===== src/rtl/minterm_pkg.sv =====
// Shared types and legal-range constants for the runtime-loadable minterm evaluator.
package minterm_pkg;

    typedef enum logic [1:0] {
        ST_IDLE  = 2'd0,
        ST_SWEEP = 2'd1,
        ST_DONE  = 2'd2
    } sweep_state_t;

    localparam int N_IN_MIN = 2;
    localparam int N_IN_MAX = 8;

endpackage


===== src/rtl/minterm_sweep_ctrl.sv =====
// Sweep engine: walks every table index once and counts the true minterms.
module minterm_sweep_ctrl
    import minterm_pkg::*;
#(
    parameter int N_IN = 4
) (
    input  logic            clk,
    input  logic            rst_n,
    input  logic            sweep_start,
    input  logic            tbl_bit,
    output logic [N_IN-1:0] tbl_idx,
    output logic            idle,
    output logic            sweep_busy,
    output logic            sweep_done,
    output logic [N_IN:0]   sweep_ones
);

    sweep_state_t    state;
    logic [N_IN-1:0] cnt;
    logic [N_IN:0]   acc;
    logic [N_IN:0]   acc_next;

    assign acc_next = acc + {{N_IN{1'b0}}, tbl_bit};
    assign tbl_idx  = cnt;
    assign idle     = (state == ST_IDLE);

    always_ff @(posedge clk or negedge rst_n) begin
        if (!rst_n) begin
            state      <= ST_IDLE;
            cnt        <= '0;
            acc        <= '0;
            sweep_busy <= 1'b0;
            sweep_done <= 1'b0;
            sweep_ones <= '0;
        end else begin
            case (state)
                ST_IDLE: begin
                    sweep_done <= 1'b0;
                    if (sweep_start) begin
                        state      <= ST_SWEEP;
                        cnt        <= '0;
                        acc        <= '0;
                        sweep_busy <= 1'b1;
                    end
                end
                ST_SWEEP: begin
                    acc <= acc_next;
                    cnt <= cnt + 1'b1;
                    // Stop on the all-ones index; the counter wraps to 0 on this step.
                    if (cnt == '1) begin
                        state      <= ST_DONE;
                        sweep_busy <= 1'b0;
                        sweep_done <= 1'b1;
                        sweep_ones <= acc_next;
                    end
                end
                ST_DONE: begin
                    sweep_done <= 1'b0;
                    state      <= ST_IDLE;
                end
                default: begin
                    state      <= ST_IDLE;
                    sweep_busy <= 1'b0;
                    sweep_done <= 1'b0;
                end
            endcase
        end
    end

endmodule


===== src/rtl/minterm_lut_eval.sv =====
// N_IN-input boolean function held as a loadable truth table, with a 1-cycle
// evaluation path and an on-chip sweep that counts the true minterms.
module minterm_lut_eval
    import minterm_pkg::*;
#(
    parameter int                   N_IN       = 4,
    parameter logic [(1<<N_IN)-1:0] DEFAULT_TT = 16'h5555
) (
    input  logic                 clk,
    input  logic                 rst_n,
    input  logic                 cfg_valid,
    input  logic [(1<<N_IN)-1:0] cfg_data,
    output logic                 cfg_ready,
    input  logic                 in_valid,
    input  logic [N_IN-1:0]      in_vec,
    output logic                 out_valid,
    output logic                 out_func,
    input  logic                 sweep_start,
    output logic                 sweep_busy,
    output logic                 sweep_done,
    output logic [N_IN:0]        sweep_ones
);

    if (N_IN < N_IN_MIN || N_IN > N_IN_MAX) begin : g_n_in_range
        $error("minterm_lut_eval: N_IN out of range");
    end

    logic [(1<<N_IN)-1:0] tbl;
    logic [N_IN-1:0]      sweep_idx;
    logic                 sweep_idle;
    logic                 vld_p1;
    logic                 func_p1;

    assign cfg_ready = sweep_idle;
    assign out_valid = vld_p1;
    assign out_func  = func_p1;

    // Table load and evaluation share an edge, so a same-edge lookup sees the old table.
    always_ff @(posedge clk or negedge rst_n) begin
        if (!rst_n) begin
            tbl     <= DEFAULT_TT;
            vld_p1  <= 1'b0;
            func_p1 <= 1'b0;
        end else begin
            if (cfg_valid && cfg_ready) begin
                tbl <= cfg_data;
            end
            vld_p1 <= in_valid;
            if (in_valid) begin
                func_p1 <= tbl[in_vec];
            end
        end
    end

    minterm_sweep_ctrl #(
        .N_IN (N_IN)
    ) u_sweep_ctrl (
        .clk         (clk),
        .rst_n       (rst_n),
        .sweep_start (sweep_start),
        .tbl_bit     (tbl[sweep_idx]),
        .tbl_idx     (sweep_idx),
        .idle        (sweep_idle),
        .sweep_busy  (sweep_busy),
        .sweep_done  (sweep_done),
        .sweep_ones  (sweep_ones)
    );

endmodule


===== config.mk =====
export PLATFORM = sky130hd
export DESIGN_NAME = minterm_lut_eval
export DESIGN_NICKNAME = d
export VERILOG_FILES = /design/src/rtl/minterm_pkg.sv /design/src/rtl/minterm_sweep_ctrl.sv /design/src/rtl/minterm_lut_eval.sv
export SDC_FILE = /design/constraint.sdc
export NUM_CORES = 1
export LEC_CHECK = 0
export ABC_CLOCK_PERIOD_IN_PS = 3400
export BUFFER_PORTS_ARGS = -buffer_cell sky130_fd_sc_hd__buf_2
export CAP_MARGIN = 25
export CORE_MARGIN = 2
export CORE_UTILIZATION = 54
export CTS_CLUSTER_SIZE = 10
export DETAILED_ROUTE_END_ITERATION = 16
export PLACE_DENSITY_LB_ADDON = 0.08
export SLEW_MARGIN = 0
export SYNTH_ARGS = -nofsm -noshare
export SYNTH_HDL_FRONTEND = slang
export SYNTH_SLANG_ARGS = --single-unit

===== constraint.sdc =====
create_clock -name clk -period 3.4 [get_ports clk]
set_clock_uncertainty 0.2 [all_clocks]
set_input_delay 0.68 -clock clk [delete_from_list [all_inputs] [get_ports clk]]
set_output_delay 0.68 -clock clk [all_outputs]
set_load 0.005 [all_outputs]

==> results.json <==
{
  "grt_pass1_vias": 1179,
  "gr-total-overflow": 0,
  "cts_hold_buf": 0,
  "synthFlopType": "dfrtp_1",
  "dpl.cell_count": 204,
  "dp_hpwl_um": 2340,
  "cts_resized": 0,
  "wl_um": 3220,
  "diodes": 0,
  "rows": 20,
  "vias": 1171,
  "nets": 195,
  "synthToLayoutAreaGrowth_pct": 14.9,
  "grt_usage_pct": 20.8,
  "fmax_ghz": 0.383,
  "period_needed_ns": 2.61,
  "ant_nets": 0,
  "synth_top_area_cell": "dfrtp_1",
  "crit_fanout": 10,
  "synth_edf_count": 0,
  "cts_sinks": 36,
  "first_iter_violations": 42,
  "worstPathRequired_ns": 3.41,
  "endpoint_kind": "register",
  "slew_headroom_pct": 48.1,
  "synthMostInstantiatedCell": "dfrtp_1",
  "path_class": "reg -> reg",
  "synth_top_area_share_pct": 40.4,
  "synth_area_leaders": "dfrtp_1, dfstp_2, mux2_2",
  "gp_congestion": 0.780,
  "cts_tree": "done",
  "fin_util_pct": 65.2,
  "synth_cell_types": 32,
  "ys_seq_area_share_pct": 52.5,
  "arrival_ns": 2.62,
  "antenna_found_initial": 0,
  "finalSetupViolations": 0,
  "yosys_warnings": 0,
  "maxSlewViolCount": 0,
  "start_kind": "register",
  "synthCells": 131,
  "fin_crit_sh_pct": 76.7,
  "die_x_um": 60.7,
  "initial_core_util_pct": 56.8,
  "worst_pin_slew_ns": 0.778,
  "path_clk_slew_ns": 0.11,
  "fin_setup_tns_ns": 0,
  "synth_seq_cells": 36,
  "dieArea_sq_mm": 0.00368,
  "r2r_slack_ns": 0.79,
  "ioPinCount": 35,
  "stdcell_count": 212,
  "r2r-end": "u_sweep_ctrl.acc[4]$_DFFE_PN0P_",
  "rsz0062_at_grt": "false",
  "reg2regPathDepth": 8,
  "crit_path_end": "u_sweep_ctrl.acc[4]$_DFFE_PN0P_",
  "synth_nets": 159,
  "leakage_uw": 0.000930,
  "hold_ws_ns": 0.212,
  "worstSetupStartpoint": "u_sweep_ctrl.tbl_idx[0]$_DFFE_PN0P_",
  "core_sq_mm": 0.00305,
  "grt_max_degree": 37,
  "drt-wirelength-per-cell_um": 15.2,
  "r2r-start": "u_sweep_ctrl.tbl_idx[0]$_DFFE_PN0P_",
  "io_buffers": 34,
  "vdd_ir_drop_max_mv": 0.403,
  "async_flop_share_pct": 100,
  "ctsLongestPathBuffers": 2,
  "final.fill_count": 257,
  "dr.pass1.iters": 4,
  "layout-drive-gt1-share_pct": 41.7,
  "die_h_um": 60.7,
  "maxCapViolations": 0,
  "avgSynthCellArea_sq_um": 13.2,
  "hold_viol_final": 0,
  "netlist_area_sq_mm": 0.00173,
  "power_per_cell_area_mw_per_mm2": 899,
  "synth_common_cells": "dfrtp_1, mux2_2, dfstp_2, mux2i_1, o21ai_0",
  "cts_post_setup_buffers_inserted": 0,
  "outcome": "completed",
  "htreeDepth": 2,
  "drcViolationCount": 0,
  "root_buffer": "clkbuf_4",
  "cts_buffers": 5,
  "clk_latency_ns": 0.34,
  "avgViaCountPerCell": 5.52,
  "hold_path.class": "in -> async",
  "grt_pass1_wl_um": 5490
}
## report_power, final
group,internal (uW),total (uW),switching [uW]
combinational,412,694,282
clock,102,237,135
sequential,662,859,196
total,1180,1790,614
## layout make-up
| cell class | count | area [sq um] | share of cell area (%) |
|---|---|---|---|
| Timing Repair Buffer | 34 | 170 | 8.54 |
| Sequential cell | 36 | 911 | 45.7 |
| Multi-Input combinational cell | 87 | 786 | 39.4 |
| Inverter | 3 | 11.3 | 0.565 |
| Clock buffer | 8 | 58.8 | 2.95 |
| Tap cell | 44 | 55.1 | 2.76 |
## sequential cells by signal (all words and copies together), names as in the netlist
name / cells
tbl: 16
out_valid: 1
u_sweep_ctrl.state: 2
u_sweep_ctrl.sweep_busy: 1
out_func: 1
u_sweep_ctrl.tbl_idx: 4
u_sweep_ctrl.acc: 5
u_sweep_ctrl.sweep_done: 1
u_sweep_ctrl.sweep_ones: 5
## metrics by stage
| step | setup WS (ns) | instance area [sq um] | power (uW) |
|---|---|---|---|
| 2_1_floorplan | 1.02 | 1730 | 1370 |
| 4_1_cts | 0.757 | 1990 | 1810 |
| 3_5_place_dp | 0.771 | 1930 | 1570 |
| 3_3_place_gp | 0.876 | 1930 | 1530 |
| 5_1_grt | 0.584 | 1990 | 1940 |
| 6_report | 0.792 | 1990 | 1790 |
## worst max-delay path, stage by stage (launching register included)
cell     delay (ns)
dfrtp_1        0.62
mux4_2         0.56
a22oi_1        0.19
nand2_1        0.09
ha_1           0.20
ha_1           0.24
nand3_1        0.11
xor2_1         0.19
o21ai_0        0.10
## cell families (layout without fill, tap and decap cells)
family	Yosys count	after routing	share of synthesized area [%]
buffers and inverters	8	45	2.16
and+or+nand+nor	24	24	6.85
muxes	32	32	25.3
AOI/OAI and AO/OA	25	25	9.52
DFF	36	36	52.5
adders and majority gates	3	3	2.16
xor gates and xnor gates	3	3	1.52
## cells in the final DEF, fill, tap and decap left out
cell,Yosys,routed
mux4_1,4,4
nor2_4,1,1
o21bai_1,1,1
a221oi_1,2,2
nor3_1,1,1
nand3_1,4,4
nand2_1,6,6
xnor2_1,1,1
o31ai_1,1,1
dfrtp_1,28,28
dfstp_2,8,8
mux2_4,1,1
clkbuf_8,0,1
mux4_2,2,2
and2_1,2,2
inv_1,3,3
o22ai_1,1,1
nor2_1,6,6
buf_2,3,34
nand2b_1,1,1
mux2_2,18,18
clkbuf_4,0,5
a22oi_1,1,1
a21oi_1,5,5
nor2b_1,3,3
a22o_1,4,4
mux2i_1,7,7
o21ai_0,7,7
clkbuf_1,1,2
a41oi_1,1,1
ha_1,3,3
a21o_1,2,2
xor2_1,2,2
## routing by layer
metal  wire [um]  global-route usage, %
met5           0                      0
met3         141                   5.33
met1        1340                   24.5
met4          33                   9.32
met2        1710                   35.6
## worst min-delay path by stage
stage	from	endpoint	slack, ns	cells past startpoint
after floorplan	rst_n	out_func$_DFFE_PN0P_	0.18	0
after global placement	u_sweep_ctrl.sweep_ones[1]$_DFFE_PN0P_	u_sweep_ctrl.sweep_ones[1]$_DFFE_PN0P_	0.29	1
after detailed placement	out_func$_DFFE_PN0P_	out_func$_DFFE_PN0P_	0.29	1
after CTS	rst_n	u_sweep_ctrl.tbl_idx[1]$_DFFE_PN0P_	0.23	1
after global routing	in_valid	out_valid$_DFF_PN0_	0.25	1
final	rst_n	u_sweep_ctrl.tbl_idx[2]$_DFFE_PN0P_	0.21	1
No activity file was read; power rests on OpenSTA's default activity.
